==> config.mk <==
export PLATFORM = sky130hd
export DESIGN_NAME = clock_monitor
export DESIGN_NICKNAME = d
export VERILOG_FILES = /design/src/rtl/clock_monitor_pkg.sv /design/src/rtl/clock_monitor_sync_edge_det.sv /design/src/rtl/clock_monitor.sv
export SDC_FILE = /design/constraint.sdc
export NUM_CORES = 1
export LEC_CHECK = 0
export ABC_AREA = 1
export CAP_MARGIN = 10
export CORE_ASPECT_RATIO = 2
export CORE_MARGIN = 2
export CORE_UTILIZATION = 45
export DETAILED_ROUTE_END_ITERATION = 7
export GPL_TIMING_DRIVEN = 1
export PLACE_DENSITY = 0.78
export SYNTH_ARGS = -nofsm -noshare
export SYNTH_HDL_FRONTEND = slang
export SYNTH_SLANG_ARGS = --single-unit
==> constraint.sdc <==
create_clock -name clk -period 2.8 [get_ports clk]
set_input_delay 0.56 -clock clk [delete_from_list [all_inputs] [get_ports clk]]
set_output_delay 0.56 -clock clk [all_outputs]
set_load 0.02 [all_outputs]
==> src/rtl/clock_monitor_pkg.sv <==
// Shared constants and FSM encoding for the clock monitor.
// Optional stuck-input detection is enabled by defining CLOCK_MONITOR_STUCK_EN.
package clock_monitor_pkg;

    localparam int DEF_CNT_W    = 16;
    localparam int DEF_EXP_HALF = 5;
    localparam int DEF_TOL      = 1;
    localparam int DEF_TIMEOUT  = 64;

    typedef enum logic [1:0] {
        ACQ   = 2'd0,
        SKIP  = 2'd1,
`ifdef CLOCK_MONITOR_STUCK_EN
        RUN   = 2'd2,
        STUCK = 2'd3
`else
        RUN   = 2'd2
`endif
    } state_t;

endpackage

==> src/rtl/clock_monitor_sync_edge_det.sv <==
// Two-flop synchronizer for the monitored clock plus a registered copy for edge detection.
// Not affected by CLOCK_MONITOR_STUCK_EN.
module sync_edge_det (
    input  logic clk,
    input  logic reset,
    input  logic din,
    output logic level,
    output logic rise,
    output logic fall
);

    logic meta, mon_s, mon_d;

    always_ff @(posedge clk or posedge reset) begin
        if (reset) begin
            meta  <= 1'b0;
            mon_s <= 1'b0;
            mon_d <= 1'b0;
        end else begin
            meta  <= din;
            mon_s <= meta;
            mon_d <= mon_s;
        end
    end

    assign level = mon_s;
    assign rise  = mon_s & ~mon_d;
    assign fall  = ~mon_s & mon_d;

endmodule

==> src/rtl/clock_monitor.sv <==
// Measures high/low phase lengths of an asynchronous clock and flags out-of-tolerance phases.
// Define CLOCK_MONITOR_STUCK_EN to add the STUCK state and the stuck output.
module clock_monitor
    import clock_monitor_pkg::*;
#(
    parameter int CNT_W    = DEF_CNT_W,
    parameter int EXP_HALF = DEF_EXP_HALF,
    parameter int TOL      = DEF_TOL,
    parameter int TIMEOUT  = DEF_TIMEOUT
) (
    input  logic             clk,
    input  logic             reset,
    input  logic             mon_in,
    input  logic             err_clr,
    output logic [CNT_W-1:0] hi_len,
    output logic [CNT_W-1:0] lo_len,
    output logic [CNT_W:0]   period,
    output logic             period_valid,
    output logic             err,
    output logic             stuck
);

    localparam logic [CNT_W-1:0] CMAX   = '1;
    localparam logic [CNT_W-1:0] LO_LIM = CNT_W'(EXP_HALF - TOL);
    localparam logic [CNT_W-1:0] HI_LIM = CNT_W'(EXP_HALF + TOL);

    state_t           state, state_nxt;
    logic [CNT_W-1:0] cnt;
    logic             level, rise, fall, edge_det, capture, bad, have_hi;

    sync_edge_det u_sync (
        .clk   (clk),
        .reset (reset),
        .din   (mon_in),
        .level (level),
        .rise  (rise),
        .fall  (fall)
    );

    assign edge_det = rise | fall;
    // The phase ending at an ACQ edge started before reset and is never trusted.
    assign capture  = edge_det && (state == SKIP || state == RUN);
    assign bad      = (cnt == CMAX) || (cnt < LO_LIM) || (cnt > HI_LIM);

`ifdef CLOCK_MONITOR_STUCK_EN
    localparam bit               TO_OK  = TIMEOUT < 2**CNT_W;
    localparam logic [CNT_W-1:0] TO_LIM = CNT_W'(TIMEOUT);
    logic to_hit;
    assign to_hit = TO_OK && (cnt >= TO_LIM);
    assign stuck  = (state == STUCK);
`else
    assign stuck  = 1'b0;
`endif

    always_ff @(posedge clk or posedge reset) begin
        if (reset) state <= ACQ;
        else       state <= state_nxt;
    end

    always_comb begin
        state_nxt = state;
        case (state)
            ACQ:     if (edge_det) state_nxt = SKIP;
            SKIP:    if (edge_det) state_nxt = RUN;
            RUN:     state_nxt = RUN;
`ifdef CLOCK_MONITOR_STUCK_EN
            STUCK:   if (edge_det) state_nxt = SKIP;
`endif
            default: state_nxt = ACQ;
        endcase
`ifdef CLOCK_MONITOR_STUCK_EN
        if (to_hit && !edge_det && state != STUCK) state_nxt = STUCK;
`endif
    end

    always_ff @(posedge clk or posedge reset) begin
        if (reset) begin
            cnt          <= '0;
            hi_len       <= '0;
            lo_len       <= '0;
            period       <= '0;
            period_valid <= 1'b0;
            err          <= 1'b0;
            have_hi      <= 1'b0;
        end else begin
            period_valid <= 1'b0;
            if (edge_det)          cnt <= CNT_W'(1);
            else if (cnt != CMAX)  cnt <= cnt + 1'b1;

            if (capture) begin
                if (level) begin
                    lo_len <= cnt;
                    if (state == RUN && have_hi) begin
                        period_valid <= 1'b1;
                        period       <= {1'b0, hi_len} + {1'b0, cnt};
                    end
                end else begin
                    hi_len  <= cnt;
                    have_hi <= 1'b1;
                end
            end
`ifdef CLOCK_MONITOR_STUCK_EN
            // A stall invalidates the last high phase for period pairing.
            if (state == STUCK) have_hi <= 1'b0;
`endif
            // A bad capture wins over a simultaneous clear.
            if (capture && bad) err <= 1'b1;
            else if (err_clr)   err <= 1'b0;
        end
    end

endmodule

; ---- Word level (Yosys, flattened, before mapping)
; Cells that the tools add are included.
; Widths: inputs -> output; s select.
[word_totals]
wordCells = 49
output_inout_bits = 52
in_bits = 4
reg_bits = 73
[classes]
bitwise_logic = 5
eq_ne = 6
n_addsub = 2
order_cmp = 2
n_mux = 10
n_reduce_logical = 13
[op_table]
columns = operator, count
row1 = $mux 16, 2
row2 = $add 16x16->17, 1
row3 = $add 16x1->16 const B, 1
row4 = $eq 16x16->1 const B, 1
row5 = $gt 16x3->1 const B, 1
row6 = $lt 16x3->1 const B, 1
row7 = $ne 16x16->1 const B, 1
row8 = $pmux 2 s3, 1
row9 = $reduce_and 2->1, 3
row10 = $mux 1, 5
row11 = $mux 2, 2
row12 = $ne 2x2->1 const B, 2
row13 = $reduce_bool 2->1, 2
row14 = $logic_and 1x1->1, 3
row15 = $logic_or 1x1->1, 3
row16 = $reduce_and 3->1, 1
row17 = $and 1x1->1, 2
row18 = $eq 2x1->1 const B, 1
row19 = $eq 2x2->1 const B, 1
row20 = $logic_not 2->1, 1
row21 = $not 1->1, 2
row22 = $or 1x1->1, 1

; ---- Longest topological paths before layout
; Gate-level depths: netlist of run 1.
[logic_depth]
depth_word = 6
ltp_mapped = 11
ltp_nobuf = 11

; ---- By module
; Synthesis of run 1 repeated with hierarchy kept, for this count alone.
[unflattened]
cells_unflattened = 506
hier_area_um2 = 3967.6
[by_module_without_submodules]
columns = module, instances, cells_per_inst, seq_area_each_um2, area_each_um2
row1 = clock_monitor, 1, 498, 1751.7, 3873.7
row2 = sync_edge_det, 1, 8, 75.1, 93.8

; ---- Worst setup path after synthesis of run 1
; No wires, ideal clock.
[synth_timing]
kind = reg2reg
startpoint = register hi_len[0]
endpoint = register period[8]
setup_ns = 0.116
period_less_slack_ns = 1.816
required_time_ns = 2.684
arrival_ns = 1.699
n_path_buf = 0
path_slack_ns = 0.984
path_stages_with_launch = 11
path_cell_list = dfrtp_1 ha_1 fa_1 nand2_1 nand2_1 and2_1 nand2_1 nand2_1 xor2_1 nand2_1 nand2_1
[synth_via]
elab_chain_len = 1
[synth_rtl]
columns = element, line_no
row1 = start: declaration, clock_monitor.sv:15  ; output logic [CNT_W-1:0] hi_len,
row2 = start signal: assignment, clock_monitor.sv:98  ; hi_len <= cnt;
row3 = $add 16x16->17, clock_monitor.sv:95  ; period <= {1'b0, hi_len} + {1'b0, cnt};
row4 = end signal: assignment, clock_monitor.sv:95
row5 = end: declaration, clock_monitor.sv:17  ; output logic [CNT_W:0] period,
; Every way passes these cells.
; A chain may end at the register's enable or synchronous reset.

; ---- Final worst setup path of run 1
[layout_timing]
startpoint = register hi_len[1]
endpoint = output hi_len[1]
; No word-level cell between the ends.

==> results.toml, run 1 <==
[outcome]
outcome = "finished, final reports clean"

[layout]
fin_util = 0.563
final_area_um2 = 5080
num-fill-cells = 861
syn_to_final_growth_pct = 20.9
num-nets-final = 597
final_layout_size_suffix_gt1_frac = 0.114
antennaDiodeCount = 0

[placed_design]
dp_hpwl_um = 8110
gp_congestion = 0.972
io_buffer_count = 54
placed_area_um2 = 4770

[drt]
drc = 0
drt-pass1-iter-count = 5
vias_per_cell = 5.35
avgRoutedWirePerCell_um = 15.9
drtIter0Drc = 214
ant_nets = 0
vias = 3634
drt_wl_total_um = 10800

[clocking]
clkTransAtPathRegs_ns = 0.06
insertion_delay_ns = 0.34
clockBufferDepth = 2
cts_buffers = 9
cts_tree = "done"
holdBufCountCts = 0
ctsResizeCount = 0
root_buffer = "clkbuf_16"
clock_sinks = 73
h-tree-depth = 3
cts_setup_buffers = 0

[synth]
yosys.area.top_type = "dfrtp_1"
yosys.cell_types.count = 42
ys_warn_count = 0
post_synth_main_area_contributors = "dfrtp_1 (43%), nand2_1 (15%), ha_1 (6.0%)"
ys_ff_latch = 73
synth_top_area_share = 0.435
synthCells = 520
synth_nets = 545
netlist_area_um2 = 4200
ys_seq_area_frac = 0.435
syn_avg_cell_area_um2 = 8.08

[min_path]
worstHoldPathType = "flip-flop to flip-flop"
whs_path_depth = 0

[flow_run]
drv_cap = 0

[setup_path]
critPathSlowestCell = "clkdlybuf4s50_1"
cp_max_fo = 4
critical_path_class = "flip-flop to primary output"
slowest_delay_ns = 0.65
path_depth = 1
cp_data_arrival_time_ns = 1.44
start_kind = "flip-flop"
end_kind = "primary output"
path_buf_inv = 1
path_cells = "clkdlybuf4s50_1"
required_ns = 2.24
reg2reg_depth = 9
cp_top_family = "buffers and inverters"

[floorplanning]
design.core.area_um2 = 9010
die_h_um = 141
num_rows = 49
io_pins = 56
die_x_um = 72.3
start_util = 0.466
dieArea_um2 = 10200

[sta]
hold_violations = 0
relSlewSlack = 0.577
rsz0062_at_grt = "false"
fin_skew_ns = 0.00543
setup_tns_ns = 0
drv_slew = 0
period_share = 0.714
finalSetupViolCount = 0
fmax_mhz = 500
tightest_slew_ns = 0.630
whs_ns = 0.353
fin_crit_ns = 2.00

[power]
total_power_mw = 3.27
ir_worst_vdd_v = 0.000412
leakage_nw = 2.55
cellPowerDensity_nw_per_um2 = 644

[global_routing]
grt_pass1_wl_um = 18000
antenna_found_initial = 0
grt_usage = 0.232
gr-total-overflow = 0
grt_max_degree = 49
grt_pass1_vias = 3723
-- per-stage QoR --
step,instances,worst slack [ns]
floorplan,520,0.387
global placement,663,0.999
detailed placement,663,0.939
CTS,679,0.781
global route,679,0.760
finish,679,0.800
-- routing by layer --
layer  up-vias  global-route usage  wire (µm)
met5         -                   0          0
met1      1717               0.236       3880
met3        38              0.0500        380
met4         0               0.153        585
li1       1774                   -          -
met2       105               0.411       5930
-- state kept, by name (all words and copies together) (netlist names), 2 cells and up --
signal,cells
period,17
lo_len,16
cnt,16
hi_len,16
state,2
-- worst paths after layout --
check,slack (ns),to,start
min,0.35,u_sync.level$_DFF_PP0_,u_sync.meta$_DFF_PP0_
max,0.80,hi_len[1],hi_len[1]$_DFFE_PP0P_
min reg2reg,0.35,u_sync.level$_DFF_PP0_,u_sync.meta$_DFF_PP0_
min in group asynchronous,0.61,period_valid$_DFF_PP0_,reset
max in group asynchronous,1.53,cnt[5]$_DFFE_PP0P_,reset
max reg2reg,0.89,period[6]$_DFFE_PP0P_,cnt[0]$_DFFE_PP0P_
-- where the power goes --
part / internal, mW / total (mW) / switching [mW]
Clock: 0.715 / 1.17 / 0.450
Combinational: 0.320 / 0.835 / 0.515
Sequential: 1.17 / 1.27 / 0.0977
-- synthesized netlist by cell type --
cell and n:
nand2_1 165, dfrtp_1 73, inv_1 61, nand3_1 34, o21ai_0 23, nor2_1 21
ha_1 20, o21ai_2 16, nand2_2 14, nor3_1 11, a21oi_1 9, nand4_1 9
o21ai_1 7, buf_2 5, buf_6 5, inv_2 4, nand3b_1 4, xor2_1 4
buf_4 3, o31ai_1 3, or2_1 3, a31oi_1 2, nor2_2 2, nor4_1 2
or2_0 2, xnor2_1 2, and2_1 1, buf_8 1, clkinv_4 1, conb_1 1
fa_1 1, inv_6 1, nand2_4 1, nand2_8 1, nand3_2 1, nand3_4 1
nor2_4 1, nor2_8 1, nor3_2 1, nor4_4 1, or2_2 1, or2_4 1
-- cells in the final DEF (no fill, tap or decap), types with 2 or more instances in the layout --
| master | synthesis | routed |
|---|---|---|
| nand2_1 | 165 | 165 |
| clkdlybuf4s50_1 | 0 | 54 |
| xor2_1 | 4 | 4 |
| nand4_1 | 9 | 9 |
| a21oi_1 | 9 | 9 |
| nor3_1 | 11 | 11 |
| o31ai_1 | 3 | 3 |
| o21ai_1 | 7 | 7 |
| nand3b_1 | 4 | 4 |
| clkinv_4 | 1 | 3 |
| or2_0 | 2 | 2 |
| inv_1 | 61 | 60 |
| nand2_2 | 14 | 14 |
| o21ai_0 | 23 | 23 |
| nor2_1 | 21 | 21 |
| nor2_2 | 2 | 2 |
| clkbuf_16 | 0 | 9 |
| o21ai_2 | 16 | 16 |
| clkinvlp_4 | 0 | 2 |
| a31oi_1 | 2 | 2 |
| inv_2 | 4 | 5 |
| nand3_1 | 34 | 34 |
| or2_1 | 3 | 3 |
| ha_1 | 20 | 20 |
| dfrtp_1 | 73 | 73 |
| nor4_1 | 2 | 2 |
| xnor2_1 | 2 | 2 |
-- area by class of cell --
type / instances / area (µm²) / share of cell area
Multi-Input combinational cell: 366 / 1990 / 0.393
Clock inverter: 6 / 67.6 / 0.0133
Inverter: 67 / 262 / 0.0515
Timing Repair Buffer: 55 / 561 / 0.110
Sequential cell: 73 / 1830 / 0.360
Tap cell: 102 / 128 / 0.0251
Clock buffer: 10 / 239 / 0.0471
-- cells by family (layout without fill, tap and decap cells) --
logic type	after synthesis	in the layout	share of synthesized area
and+or+nand+nor	278	278	0.309
buffers and inverters	81	138	0.0906
DFF	73	73	0.435
AOI/OAI and AO/OA	60	60	0.0882
adders and majority gates	21	21	0.0643
xor gates and xnor gates	6	6	0.0125
other	1	1	0.000893
Note: power is estimated with default switching activity, not from simulation.
==> run 2: changes to the inputs <==
--- a/config.mk
+++ b/config.mk
@@ -12,7 +12,7 @@
 export CORE_UTILIZATION = 45
 export DETAILED_ROUTE_END_ITERATION = 7
 export GPL_TIMING_DRIVEN = 1
-export PLACE_DENSITY = 0.78
+export PLACE_DENSITY = 0.81
 export SYNTH_ARGS = -nofsm -noshare
 export SYNTH_HDL_FRONTEND = slang
 export SYNTH_SLANG_ARGS = --single-unit
==> constraint.sdc (replaced) <==
create_clock -name clk -period 1.7 [get_ports clk]
set_input_delay 0.34 -clock clk [delete_from_list [all_inputs] [get_ports clk]]
set_output_delay 0.34 -clock clk [all_outputs]
set_load 0.02 [all_outputs]
==> run 2 against run 1 <==
Effect of this change:
- the flow now finishes with violations (setup timing)
- sequential power grew 64%
- count of clock-buffer cells in the layout is the same
- final cell count grew 7.8%
- routed wire length grew 12%
- first-iteration DRC count grew 30%
- critical path type is now flip-flop to flip-flop
- largest cell class unchanged
==> results.toml, run 2 (synthesis gave the netlist of run 1 again) <==
[setup_path]
path_cells = "ha_4 -> fa_2 -> nand2_2 -> nand2_2 -> and2_4 -> nand2_2 -> nand2_2 -> xor2_1 -> nand2_1 -> nand2_1"
path_buf_inv = 0
end_kind = "flip-flop"
critPathSlowestCell = "dfrtp_2"
slowest_delay_ns = 0.42
start_kind = "flip-flop"
cp_top_family = "adder cells"
cpMostUsedCell = "nand2_2"
critical_path_class = "flip-flop to flip-flop"
cp_data_arrival_time_ns = 2.00
required_ns = 1.93
cp_max_fo = 3

[clocking]
root_buffer = "clkbuf_16"
clock_sinks = 73
clockBufferDepth = 2
insertion_delay_ns = 0.34
holdBufCountCts = 0
cts_buffers = 9
clkTransAtPathRegs_ns = 0.06
h-tree-depth = 3
cts_tree = "done"

[outcome]
outcome = "finished, violations left"
violations = "setup timing"

[power]
power_frac_comb = 0.285
ir_worst_vdd_v = 0.000846
power_frac_clock = 0.375
p_int_mw = 4.27
cellPowerDensity_nw_per_um2 = 1040
leakage_nw = 2.96
swShare = 0.301
seqPwrFrac = 0.341
power_switching_mw = 1.84

[drt]
drt-pass1-iter-count = 4
vias = 3935
drc = 0
avgRoutedWirePerCell_um = 16.6
drtIter0Drc = 279
ant_nets = 0
vias_per_cell = 5.38
drt_wl_total_um = 12100

[global_routing]
grt_pass1_wl_um = 18900
grt_max_degree = 38
grt_pass1_vias = 3990
gr-total-overflow = 0
grt_usage = 0.242
antenna_found_initial = 0

[placed_design]
gp_congestion = 0.908
dpl.cell_count = 710
dpl_worst_slack_ns = -0.0433
dp_hpwl_um = 8660
io_buffer_count = 54

[floorplanning]
design.core.area_um2 = 9010
die_x_um = 72.3
io_pins = 56
start_util = 0.466
dieArea_um2 = 10200
die_h_um = 141
num_rows = 49

[sta]
rsz0062_at_grt = "true"
whs_ns = 0.329
finalSetupViolCount = 4
drv_slew = 0
fin_skew_ns = 0.00709
setup_ws_ns = -0.0744
period_share = 1.04
hold_violations = 0
fmax_mhz = 564
fin_crit_ns = 1.77

[min_path]
worstHoldPathType = "primary input to asynchronous set/reset pin"

[layout]
antennaDiodeCount = 0
fin_util = 0.650
fin_cells = 732
final_common_cell = "nand2_1"
layout_common_cells = "nand2_1 (154), dfrtp_1 (67), inv_1 (57), buf_4 (45), clkdlybuf4s50_1 (37)"
largest_reg_flops = 17
num-nets-final = 650
num-fill-cells = 707
top_register = "period"
final_layout_size_suffix_gt1_frac = 0.260
syn_to_final_growth_pct = 39.4

[flow_run]
drv_cap = 0
## run 2: metrics by stage
step | power, mW | TNS [ns] | instance area, µm²
2_1_floorplan | 3.05 | 0 | 4220
3_3_place_gp | 3.69 | -0.000787 | 5190
3_5_place_dp | 3.74 | -0.100 | 5190
4_1_cts | 6.03 | -0.0452 | 5560
5_1_grt | 6.36 | -0.616 | 5860
6_report | 6.11 | -0.224 | 5860
## run 2: worst reg2reg max path: stages, from the launching register on
cell	delay [ns]
dfrtp_2	0.42
ha_4	0.18
fa_2	0.38
nand2_2	0.07
nand2_2	0.06
and2_4	0.17
nand2_2	0.07
nand2_2	0.05
xor2_1	0.15
nand2_1	0.08
nand2_1	0.05
## run 2: final cells by class
class | instances | area, µm² | area share
inverters | 67 | 268 | 0.0457
multi-input cells | 366 | 2250 | 0.385
clock buffers | 10 | 229 | 0.0391
repair buffers | 108 | 1010 | 0.173
clock inverters | 6 | 130 | 0.0222
well taps | 102 | 128 | 0.0218
flip-flops and latches | 73 | 1830 | 0.313
## run 2: power groups by stage
stage | clock, mW | sequential, mW | combinational [mW]
2_1_floorplan | 0 | 2.26 | 0.796
4_1_cts | 2.32 | 2.07 | 1.64
3_3_place_gp | 0 | 2.09 | 1.60
6_report | 2.29 | 2.08 | 1.74
5_1_grt | 2.38 | 2.10 | 1.88
3_5_place_dp | 0 | 2.10 | 1.64
## run 2: repair_timing
item,in CTS,in global routing
resized for setup,23,49
endpoints found under the setup margin,27,33
buffers inserted,0,6
pin swaps,1,7
## run 2: path summary, 6_finish.rpt
| kind | from | endpoint | slack, ns | cells after the start |
|---|---|---|---|---|
| worst max-delay path | hi_len[0]$_DFFE_PP0P_ | period[8]$_DFFE_PP0P_ | -0.07 | 10 |
| worst min-delay path | reset | lo_len[0]$_DFFE_PP0P_ | 0.33 | 2 |
| worst max register to register | hi_len[0]$_DFFE_PP0P_ | period[8]$_DFFE_PP0P_ | -0.07 | 10 |
| worst min register to register | u_sync.meta$_DFF_PP0_ | u_sync.level$_DFF_PP0_ | 0.36 | 0 |
| max in group asynchronous | reset | cnt[10]$_DFFE_PP0P_ | 0.86 | 3 |
| min in group clk | u_sync.meta$_DFF_PP0_ | u_sync.level$_DFF_PP0_ | 0.36 | 0 |
## run 2: routing by layer
metal  part of all wire  vias to the layer above  GRT usage
met1               0.34                     1884      0.245
met2               0.56                      127      0.444
met3              0.038                       54     0.0422
li1                   -                     1870          -
met5                  0                        -          0
met4              0.063                        0      0.144
==> run 3: changes to the inputs <==
--- a/config.mk
+++ b/config.mk
@@ -7,7 +7,7 @@
 export LEC_CHECK = 0
 export ABC_AREA = 1
 export CAP_MARGIN = 10
-export CORE_ASPECT_RATIO = 2
+export CORE_ASPECT_RATIO = 1.25
 export CORE_MARGIN = 2
 export CORE_UTILIZATION = 45
 export DETAILED_ROUTE_END_ITERATION = 7
==> run 3 against run 2 <==
Effect of this change:
- the run still ends with setup timing left
- core utilization fell by 4.2 points
- sequential share of layout area rose by 1.7 points
- via count fell by 3.7%
- combinational power fell by 11%
- final cell count rose by 0.27%
- global-route usage fell by 3.0 points
- cell area fell by 5.4%
- fmax rose by 1.5%
- worst hold slack got worse by 0.035 ns
- first-iteration DRC count fell by 19%
- critical endpoint is now period[6]$_DFFE_PP0P_
- highest routed layer unchanged
==> results.toml, run 3 (synthesis gave the netlist of run 1 again) <==
[outcome]
outcome = "finished, violations left"
violations = "setup timing"

[power]
cellPowerDensity_nw_per_um2 = 957
ir_worst_vdd_v = 0.000546
leakage_nw = 2.85

[clocking]
root_buffer = "clkbuf_16"
clockBufferDepth = 2
clock_sinks = 73
insertion_delay_ns = 0.34
cts_buffers = 9
h-tree-depth = 3
clkTransAtPathRegs_ns = 0.06
holdBufCountCts = 0
cts_tree = "done"

[setup_path]
cp_max_fo = 4
end_kind = "flip-flop"
r2r-end = "period[6]$_DFFE_PP0P_"
required_ns = 1.93
rrSetupSlack_ns = -0.05
r2r_start = "cnt[0]$_DFFE_PP0P_"
reg2reg_depth = 9
worst_setup_path_endpoint = "period[6]$_DFFE_PP0P_"
start_kind = "flip-flop"
critPathLaunch = "cnt[0]$_DFFE_PP0P_"
cp_data_arrival_time_ns = 1.98
critical_path_class = "flip-flop to flip-flop"

[floorplanning]
start_util = 0.460
die_x_um = 90.4
io_pins = 56
num_rows = 39
design.core.area_um2 = 9130
dieArea_um2 = 10100
die_h_um = 112

[flow_run]
drv_cap = 0

[sta]
fin_skew_ns = 0.00628
fin_crit_ns = 1.75
period_share = 1.03
setup_tns_ns = -0.0493
setup_ws_ns = -0.0487
hold_violations = 0
rsz0062_at_grt = "true"
drv_slew = 0
finalSetupViolCount = 2
fmax_mhz = 572
whs_ns = 0.294

[layout]
final_common_cell = "nand2_1"
largest_reg_flops = 17
layout_common_cells = "nand2_1 (156), dfrtp_1 (70), inv_1 (59), clkdlybuf4s50_1 (36)"
fin_util = 0.607
num-nets-final = 631
fin_cells = 734
top_register = "period"
final_layout_size_suffix_gt1_frac = 0.214
syn_to_final_growth_pct = 31.9
antennaDiodeCount = 0
final_area_um2 = 5540

[global_routing]
grt_pass1_vias = 3736
grt_usage = 0.213
gr-total-overflow = 0
grt_max_degree = 41
grt_pass1_wl_um = 17200
antenna_found_initial = 0

[drt]
wl_met3_um = 597
ant_nets = 0
avgRoutedWirePerCell_um = 14.5
drt-pass1-iter-count = 5
drt_wl_total_um = 10700
met1_length_um = 4230
wl_met2_um = 5560
highest_layer = "met4"
vias_per_cell = 5.16
drc = 0
vias = 3790
drtIter0Drc = 225

[min_path]
worstHoldPathType = "primary input to asynchronous set/reset pin"

[placed_design]
gp_congestion = 0.903
io_buffer_count = 54
dpl.cell_count = 717
placed_area_um2 = 5110
dp_hpwl_um = 7840
## run 3: cell types whose count changed in the layout (fill, tap and decap cells not counted), sizes merged
| cell | delta |
|---|---|
| buf | -19 |
| bufinv | -4 |
| clkbuf | +2 |
| clkdlybuf4s50 | -1 |
| clkinv | +3 |
| dlymetal6s2s | +1 |
| inv | -1 |
## run 3: area by class of cell
class	count	area (µm²)
fill	787	3580
clock buffer	12	236
sequential	73	1830
inverter	67	268
multi-input combinational	366	2170
clock inverter	4	20.0
timing repair buffer	89	858
tap	123	154
## run 3: what timing repair did
item | CTS | global route
gates resized for setup | 18 | 37
setup endpoints to repair | 20 | 46
buffers inserted | 0 | 1
pin swaps | 0 | 4
## run 3: power breakdown
group,leakage (nW),internal [mW],switching [mW]
registers,0.982,1.93,0.137
logic,1.74,0.652,0.894
clock network,0.130,0.978,0.710
total,2.85,3.56,1.74
## run 3: metrics by stage
step	total power [mW]	worst slack (ns)
floorplan	3.05	0.0110
global placement	3.56	0.0267
detailed placement	3.62	-0.0171
CTS	5.29	-0.00778
global route	5.57	-0.0956
finish	5.30	-0.0487
## run 3: critical path, stage by stage (launching register included)
cell and delay [ns]:
dfrtp_1 0.42, ha_4 0.18, fa_2 0.35, nand2_2 0.07
nand2_2 0.06, nand3b_1 0.11, nand2_2 0.10, or2_1 0.24
nand3_2 0.06, nand2_1 0.04
## run 3: worst min-delay path by stage
stage,to,cells past startpoint,startpoint
3_5_place_dp,u_sync.level$_DFF_PP0_,0,u_sync.meta$_DFF_PP0_
4_1_cts,hi_len[3]$_DFFE_PP0P_,2,reset
2_1_floorplan,u_sync.level$_DFF_PP0_,0,u_sync.meta$_DFF_PP0_
3_3_place_gp,u_sync.level$_DFF_PP0_,0,u_sync.meta$_DFF_PP0_
6_report,hi_len[3]$_DFFE_PP0P_,2,reset
5_1_grt,hi_len[3]$_DFFE_PP0P_,2,reset
## run 3: metal layers
layer,global-route usage,vias up
li1,-,1838
met1,0.246,1798
met2,0.383,129
met3,0.0423,25
met4,0.0892,0
met5,0,-
